<file path="config.mk">
export PLATFORM = sky130hd
export DESIGN_NAME = synch_req_gen_ipa
export DESIGN_NICKNAME = d
export VERILOG_FILES = /design/src/rtl/mchan_ipa_pkg.sv /design/src/rtl/synch_cmd_fifo_ipa.sv /design/src/rtl/synch_req_gen_ipa.sv
export SDC_FILE = /design/constraint.sdc
export NUM_CORES = 1
export LEC_CHECK = 0
export CORE_MARGIN = 2
export CORE_UTILIZATION = 50
export DETAILED_ROUTE_END_ITERATION = 12
export PLACE_DENSITY = 0.72
export SLEW_MARGIN = 10
export SYNTH_ARGS = -nofsm -noshare
export SYNTH_HDL_FRONTEND = slang
export SYNTH_SLANG_ARGS = --single-unit
</file>
<file path="constraint.sdc">
create_clock -name clk_i -period 3.2 [get_ports clk_i]
set_input_delay 0.64 -clock clk_i [delete_from_list [all_inputs] [get_ports clk_i]]
set_output_delay 0.64 -clock clk_i [all_outputs]
set_load 0.005 [all_outputs]
</file>
<file path="src/rtl/mchan_ipa_pkg.sv">
// Shared types and helpers for the DMA channel synch (release) interface.
// Widths here are the channel defaults; blocks re-derive their own from parameters.
package mchan_ipa_pkg;

    localparam int unsigned DEF_SID_WIDTH = 2;
    localparam int unsigned DEF_LEN_WIDTH = 15;

    typedef struct packed {
        logic [DEF_SID_WIDTH-1:0] sid;
        logic [DEF_LEN_WIDTH-1:0] nb_beats;
    } synch_cmd_t;

    typedef enum logic [0:0] {
        ST_IDLE   = 1'b0,
        ST_ACTIVE = 1'b1
    } synch_state_e;

    // Beats covered by a command whose length field is byte count minus one.
    // beat_bytes is a power of two; the shift folds to a constant when it is a parameter.
    function automatic logic [31:0] beats_from_len(input logic [31:0] len,
                                                   input int unsigned beat_bytes);
        int unsigned shift;
        shift = 0;
        for (int i = 0; i < 32; i++) begin
            if ((32'd1 << i) == beat_bytes) begin
                shift = unsigned'(i);
            end
        end
        return (len >> shift) + 32'd1;
    endfunction

endpackage

</file>
<file path="src/rtl/synch_cmd_fifo_ipa.sv">
// Command queue for the synch request generator: push at tail, pop at head,
// with the head and the entry behind it both readable from registered state.
module synch_cmd_fifo_ipa #(
    parameter int unsigned WIDTH = 17,
    parameter int unsigned DEPTH = 4
) (
    input  logic                         clk_i,
    input  logic                         rst_ni,
    input  logic                         push_i,
    input  logic [WIDTH-1:0]             data_i,
    input  logic                         pop_i,
    output logic [WIDTH-1:0]             head_o,
    output logic [WIDTH-1:0]             next_o,
    output logic                         full_o,
    output logic                         empty_o,
    output logic [$clog2(DEPTH):0]       count_o
);

    localparam int unsigned AW    = $clog2(DEPTH);
    localparam int unsigned PTR_W = AW + 1;

    logic [WIDTH-1:0] mem_q [DEPTH];
    logic [PTR_W-1:0] wr_ptr_q;
    logic [PTR_W-1:0] rd_ptr_q;
    logic [PTR_W-1:0] rd_next_ptr;
    logic             do_push;
    logic             do_pop;

    // The extra pointer MSB tells a full queue from an empty one.
    assign empty_o = (wr_ptr_q == rd_ptr_q);
    assign full_o  = (wr_ptr_q[AW] != rd_ptr_q[AW]) &&
                     (wr_ptr_q[AW-1:0] == rd_ptr_q[AW-1:0]);
    assign count_o = wr_ptr_q - rd_ptr_q;

    assign do_push = push_i && !full_o;
    assign do_pop  = pop_i && !empty_o;

    assign rd_next_ptr = rd_ptr_q + PTR_W'(1);
    assign head_o      = mem_q[rd_ptr_q[AW-1:0]];
    assign next_o      = mem_q[rd_next_ptr[AW-1:0]];

    // NOTE: state registers use non-blocking assignments so every flop samples
    // the pre-edge value of the others, independent of block ordering.
    always_ff @(posedge clk_i or negedge rst_ni) begin
        if (!rst_ni) begin
            wr_ptr_q <= '0;
            rd_ptr_q <= '0;
        end else begin
            if (do_push) begin
                wr_ptr_q <= wr_ptr_q + PTR_W'(1);
            end
            if (do_pop) begin
                rd_ptr_q <= rd_next_ptr;
            end
        end
    end

    // NOTE: storage is deliberately not reset; an entry is only read after a
    // push has written it, and the pointers alone define what is valid.
    always_ff @(posedge clk_i) begin
        if (do_push) begin
            mem_q[wr_ptr_q[AW-1:0]] <= data_i;
        end
    end

endmodule

</file>
<file path="src/rtl/synch_req_gen_ipa.sv">
// Issuing end of the per-transfer synch interface: queues commands, counts
// completed beats against the head command and pulses one release per command.
module synch_req_gen_ipa
    import mchan_ipa_pkg::*;
#(
    parameter int unsigned TRANS_SID_WIDTH = DEF_SID_WIDTH,
    parameter int unsigned MCHAN_LEN_WIDTH = DEF_LEN_WIDTH,
    parameter int unsigned BEAT_BYTES      = 8,
    parameter int unsigned CMD_FIFO_DEPTH  = 4
) (
    input  logic                       clk_i,
    input  logic                       rst_ni,
    input  logic                       cmd_req_i,
    output logic                       cmd_gnt_o,
    input  logic [TRANS_SID_WIDTH-1:0] cmd_sid_i,
    input  logic [MCHAN_LEN_WIDTH-1:0] cmd_len_i,
    input  logic                       beat_valid_i,
    input  logic                       beat_ready_i,
    output logic                       synch_req_o,
    output logic [TRANS_SID_WIDTH-1:0] synch_sid_o,
    output logic                       busy_o,
    output logic                       beat_err_o
);

    localparam int unsigned ENTRY_W = TRANS_SID_WIDTH + MCHAN_LEN_WIDTH;
    localparam int unsigned PTR_W   = $clog2(CMD_FIFO_DEPTH) + 1;
    localparam logic [MCHAN_LEN_WIDTH-1:0] ONE_BEAT = MCHAN_LEN_WIDTH'(1);

    typedef struct packed {
        logic [TRANS_SID_WIDTH-1:0] sid;
        logic [MCHAN_LEN_WIDTH-1:0] nb_beats;
    } entry_t;

    entry_t                     push_entry;
    logic [ENTRY_W-1:0]         head_raw;
    logic [ENTRY_W-1:0]         next_raw;
    entry_t                     head_entry;
    entry_t                     next_entry;
    logic                       push;
    logic                       pop;
    logic                       fifo_full;
    logic                       fifo_empty;
    logic [PTR_W-1:0]           fifo_count;
    logic [PTR_W-1:0]           count_next;
    logic                       beat_fire;

    synch_state_e               state_q, state_d;
    logic [MCHAN_LEN_WIDTH-1:0] cnt_q, cnt_d;
    logic [TRANS_SID_WIDTH-1:0] sid_q, sid_d;
    logic                       synch_req_q, synch_req_d;
    logic [TRANS_SID_WIDTH-1:0] synch_sid_q, synch_sid_d;
    logic                       beat_err_q, beat_err_d;
    logic                       busy_q, busy_d;

    // Grant depends only on registered fullness, so a same-cycle pop never
    // makes room for a same-cycle push.
    assign cmd_gnt_o = !fifo_full;
    assign push      = cmd_req_i && !fifo_full;
    assign beat_fire = beat_valid_i && beat_ready_i;

    assign push_entry.sid      = cmd_sid_i;
    assign push_entry.nb_beats = MCHAN_LEN_WIDTH'(beats_from_len(32'(cmd_len_i), BEAT_BYTES));

    synch_cmd_fifo_ipa #(
        .WIDTH (ENTRY_W),
        .DEPTH (CMD_FIFO_DEPTH)
    ) u_cmd_fifo (
        .clk_i   (clk_i),
        .rst_ni  (rst_ni),
        .push_i  (push),
        .data_i  (push_entry),
        .pop_i   (pop),
        .head_o  (head_raw),
        .next_o  (next_raw),
        .full_o  (fifo_full),
        .empty_o (fifo_empty),
        .count_o (fifo_count)
    );

    assign head_entry = entry_t'(head_raw);
    assign next_entry = entry_t'(next_raw);

    // NOTE: every signal driven here gets a default first, so no path through
    // the case statement can leave one unassigned and infer a latch.
    always_comb begin
        state_d     = state_q;
        cnt_d       = cnt_q;
        sid_d       = sid_q;
        pop         = 1'b0;
        synch_req_d = 1'b0;
        synch_sid_d = synch_sid_q;
        beat_err_d  = 1'b0;

        case (state_q)
            ST_IDLE: begin
                beat_err_d = beat_fire;
                if (!fifo_empty) begin
                    state_d = ST_ACTIVE;
                    cnt_d   = head_entry.nb_beats;
                    sid_d   = head_entry.sid;
                end
            end
            ST_ACTIVE: begin
                if (beat_fire) begin
                    if (cnt_q == ONE_BEAT) begin
                        pop         = 1'b1;
                        synch_req_d = 1'b1;
                        synch_sid_d = sid_q;
                        // The entry behind the head takes over on the same edge.
                        if (fifo_count > PTR_W'(1)) begin
                            cnt_d = next_entry.nb_beats;
                            sid_d = next_entry.sid;
                        end else begin
                            state_d = ST_IDLE;
                        end
                    end else begin
                        cnt_d = cnt_q - ONE_BEAT;
                    end
                end
            end
            default: begin
                state_d = ST_IDLE;
            end
        endcase
    end

    assign count_next = fifo_count + PTR_W'(push) - PTR_W'(pop);
    assign busy_d     = (count_next != '0) || (state_d == ST_ACTIVE);

    always_ff @(posedge clk_i or negedge rst_ni) begin
        if (!rst_ni) begin
            state_q     <= ST_IDLE;
            cnt_q       <= '0;
            sid_q       <= '0;
            synch_req_q <= 1'b0;
            synch_sid_q <= '0;
            beat_err_q  <= 1'b0;
            busy_q      <= 1'b0;
        end else begin
            state_q     <= state_d;
            cnt_q       <= cnt_d;
            sid_q       <= sid_d;
            synch_req_q <= synch_req_d;
            synch_sid_q <= synch_sid_d;
            beat_err_q  <= beat_err_d;
            busy_q      <= busy_d;
        end
    end

    assign synch_req_o = synch_req_q;
    assign synch_sid_o = synch_sid_q;
    assign beat_err_o  = beat_err_q;
    assign busy_o      = busy_q;

endmodule

</file>
==> impl_metrics.csv, run 1 <==
group,metric,value,unit
run_status,status,"complete, no violations",
yosys,netlist_area,4660,um^2
drt,wl_met2,4860,um
yosys,syn_nets,380,
sta,finalCritPeriodShare,94.9,%
cts,clock-sinks,89,
cts,numCtsBuffers,9,
cells_and_area,instances_no_fill,494,
drt,antenna_left,0,
job,cap_violations,0,
drt,highest_layer,"met4",
sta,hold_viol_final,0,
grt,antenna_found_initial,0,
drt,route.met3.wl,380,um
cts,cts_resized,0,
yosys,avgSynthCellArea,13.6,um^2
sta,worst_slew_pin_slew,607,ps
drt,via_count,3001,
yosys,ys.flop_type,"edfxtp_1",
critical_path,critPathCaptureType,"register",
yosys,synth_edf_count,60,
cts,max-clock-path-buffers,2,
cells_and_area,areaGrowthSynthToFinish,15.0,%
grt,grt.total_usage,20.5,%
power_and_ir_drop,ir_drop,368,uV
sta,rsz0062_at_grt,"false",
drt,wl_met1,4070,um
floorplan,initial_core_util,51.0,%
cts,cts_tree,"done",
floorplan,dieArea,10100,um^2
cells_and_area,fin_util,58.6,%
floorplan,dieHeight,101,um
placed_design,port_buffers,24,
sta,fin_crit,3040,ps
placed_design,dp.cells,478,
grt,overflow,0,
sta,clock_skew,9.85,ps
yosys,ys_async_sr_fraction,32.6,%
drt,drt-initial-drc-count,205,
yosys,yosysUniqueCellTypes,55,
drt,drt_pass1_iterations,4,
placed_design,dp_hpwl,6700,um
yosys,yosys_warnings,0,
floorplan,rows,35,
cts,clk_latency,360,ps
cts,cts_setup_buffers,0,
yosys,synth-seq-area-share,54.2,%
grt,grt_max_degree,33,
drt,drc_errors,0,
critical_path,required,3430,ps
cells_and_area,fin_nets,415,
drt,drt-total-wl,9460,um
floorplan,io_pins,28,
grt,grt_pass1_vias,3063,
power_and_ir_drop,p_leak,1.94,nW
cts,cts_root_buf,"clkbuf_8",
cts,clk_pin_slew,90,ps
sta,maxClockFrequency,0.329,GHz
sta,slew_headroom,59.2,%
drt,vias_per_cell,6.07,
critical_path,startpoint_type,"register",
cells_and_area,fillCellCount,708,
floorplan,die_x,101,um
drt,wl_per_cell,19.2,um
power_and_ir_drop,p_per_area,667,nW/um^2
yosys,synth_seq_cells,89,
floorplan,core,9150,um^2
placed_design,place_congestion,0.839,
cts,cts_max_level,3,
critical_path,critPathMaxFanout,4,
sta,setup_tns,0,ps
cells_and_area,num_antenna_cells,0,
critical_path,r2r_slack,160,ps
critical_path,crit_type,"reg2reg",
worst_hold_path,hp-class,"reg2reg",
grt,grt_pass1_wl,15700,um
cts,cts_hold_buf,0,
critical_path,cp.arrival,3270,ps
yosys,syn-instance-count,343,
cells_and_area,drive_above_1_share,21.4,%
sta,maxSlewViolCount,0,
sta,setup_viol,0,
[area by class of cell]
class | count | area (um^2) | area share [%]
Sequential cell | 89 | 2530 | 47.1
Multi-Input combinational cell | 222 | 2010 | 37.5
Timing Repair Buffer | 42 | 388 | 7.23
Tap cell | 111 | 139 | 2.59
Clock buffer | 9 | 124 | 2.31
Clock inverter | 7 | 124 | 2.31
Inverter | 14 | 52.6 | 0.980
[synthesized netlist by cell type (2+ instances only)]
| master | count | area (um^2) |
|---|---|---|
| a211oi_1 | 4 | 30.0 |
| a21oi_1 | 11 | 55.1 |
| a22o_1 | 3 | 26.3 |
| a31oi_1 | 6 | 37.5 |
| and2_0 | 2 | 12.5 |
| and3_1 | 5 | 31.3 |
| buf_2 | 7 | 35.0 |
| clkbuf_1 | 10 | 37.5 |
| dfrtp_1 | 29 | 726 |
| edfxtp_1 | 60 | 1800 |
| fa_1 | 2 | 40.0 |
| ha_1 | 13 | 163 |
| inv_1 | 13 | 48.8 |
| mux2_2 | 2 | 22.5 |
| mux4_2 | 30 | 676 |
| nand2_1 | 20 | 75.1 |
| nand2b_1 | 2 | 12.5 |
| nand3_1 | 9 | 45.0 |
| nand4_1 | 2 | 12.5 |
| nor2_1 | 18 | 67.6 |
| nor3_1 | 13 | 65.1 |
| nor3b_1 | 2 | 15.0 |
| nor4_1 | 3 | 18.8 |
| o21ai_0 | 23 | 115 |
| o2bb2ai_1 | 3 | 26.3 |
| o311ai_0 | 2 | 17.5 |
| or2_2 | 3 | 18.8 |
| or3_1 | 2 | 12.5 |
| or3b_2 | 2 | 17.5 |
| or4_1 | 2 | 15.0 |
| or4_4 | 2 | 22.5 |
| xnor2_1 | 11 | 96.3 |
| xor2_1 | 5 | 43.8 |
[where the power goes]
part / leakage [nW] / switching, mW / total (mW) / internal (mW)
logic: 0.905 / 0.515 / 0.979 / 0.464
registers: 0.911 / 0.164 / 1.66 / 1.49
clock network: 0.126 / 0.413 / 0.942 / 0.528
[state kept, by name, summed over array words and instances, names as in the netlist]
name	flops
cnt_q	15
busy_o	1
state_q	1
sid_q	2
u_cmd_fifo.wr_ptr_q	3
synch_req_o	1
u_cmd_fifo.rd_ptr_q	3
synch_sid_o	2
u_cmd_fifo.mem_q	60
beat_err_o	1
[worst paths after layout]
path / from / endpoint / cells after the start
min reg2reg: cnt_q[7]$_DFFE_PN0P_ / cnt_q[7]$_DFFE_PN0P_ / 1
max: cnt_q[1]$_DFFE_PN0P_ / busy_o$_DFF_PN0_ / 10
min: cnt_q[7]$_DFFE_PN0P_ / cnt_q[7]$_DFFE_PN0P_ / 1
min in group asynchronous: rst_ni / synch_sid_o[0]$_DFFE_PN0P_ / 2
max in group asynchronous: rst_ni / cnt_q[6]$_DFFE_PN0P_ / 2
max reg2reg: cnt_q[1]$_DFFE_PN0P_ / busy_o$_DFF_PN0_ / 10
[layout by cell type, fill, tap and decap left out, types with 4 or more instances in the layout]
cell and n:
a211oi_1 4, a21oi_1 11, a31oi_1 6, and3_1 5
buf_4 17, clkbuf_8 9, clkdlybuf4s50_1 24, dfrtp_1 29
edfxtp_1 60, ha_1 13, inv_1 12, mux4_2 30
nand2_1 20, nand3_1 9, nor2_1 18, nor3_1 13
o21ai_0 23, xnor2_1 11, xor2_1 5
[cell families (layout without fill, tap and decap cells)]
kind of cell	Yosys count	after routing	synth area share, %
AOI/OAI and AO/OA	62	62	8.64
xor gates and xnor gates	17	17	3.49
adders and majority gates	15	15	4.35
buffers and inverters	32	72	2.76
DFF	89	89	54.2
muxes	32	32	15.0
and+or+nand+nor	96	96	11.6
[worst max-delay path: stages (launching register included)]
cell and delay [ps]:
dfrtp_1 420, inv_2 70, ha_1 130, or3b_4 380, or3_4 360, nor3_4 180, ha_1 250, inv_1 60
ha_1 140, fa_1 400, or4_1 530
[stage by stage]
stage                     cell area [um^2]  setup slack, ps  hold WS, ps  power, mW
after floorplan                       4660             15.3          344       2.33
after global placement                5110              107          479       2.60
after detailed placement              5110             50.1          487       2.66
after CTS                             5360             45.0          508       3.59
after global routing                  5360             56.3          539       3.78
final                                 5360              163          510       3.58
[metal layers]
metal / track usage, % / up-vias
met5: 0 / -
li1: - / 1400
met3: 3.26 / 8
met4: 7.38 / 0
met1: 27.4 / 1519
met2: 34.2 / 74
Note: power is estimated with default switching activity, not from simulation.
==> run 2, diff against run 1 <==
- CAP_MARGIN: default -> 20
==> results of run 2 <==
Same layout as run 1: the final DEF is identical, and so are final timing and power.
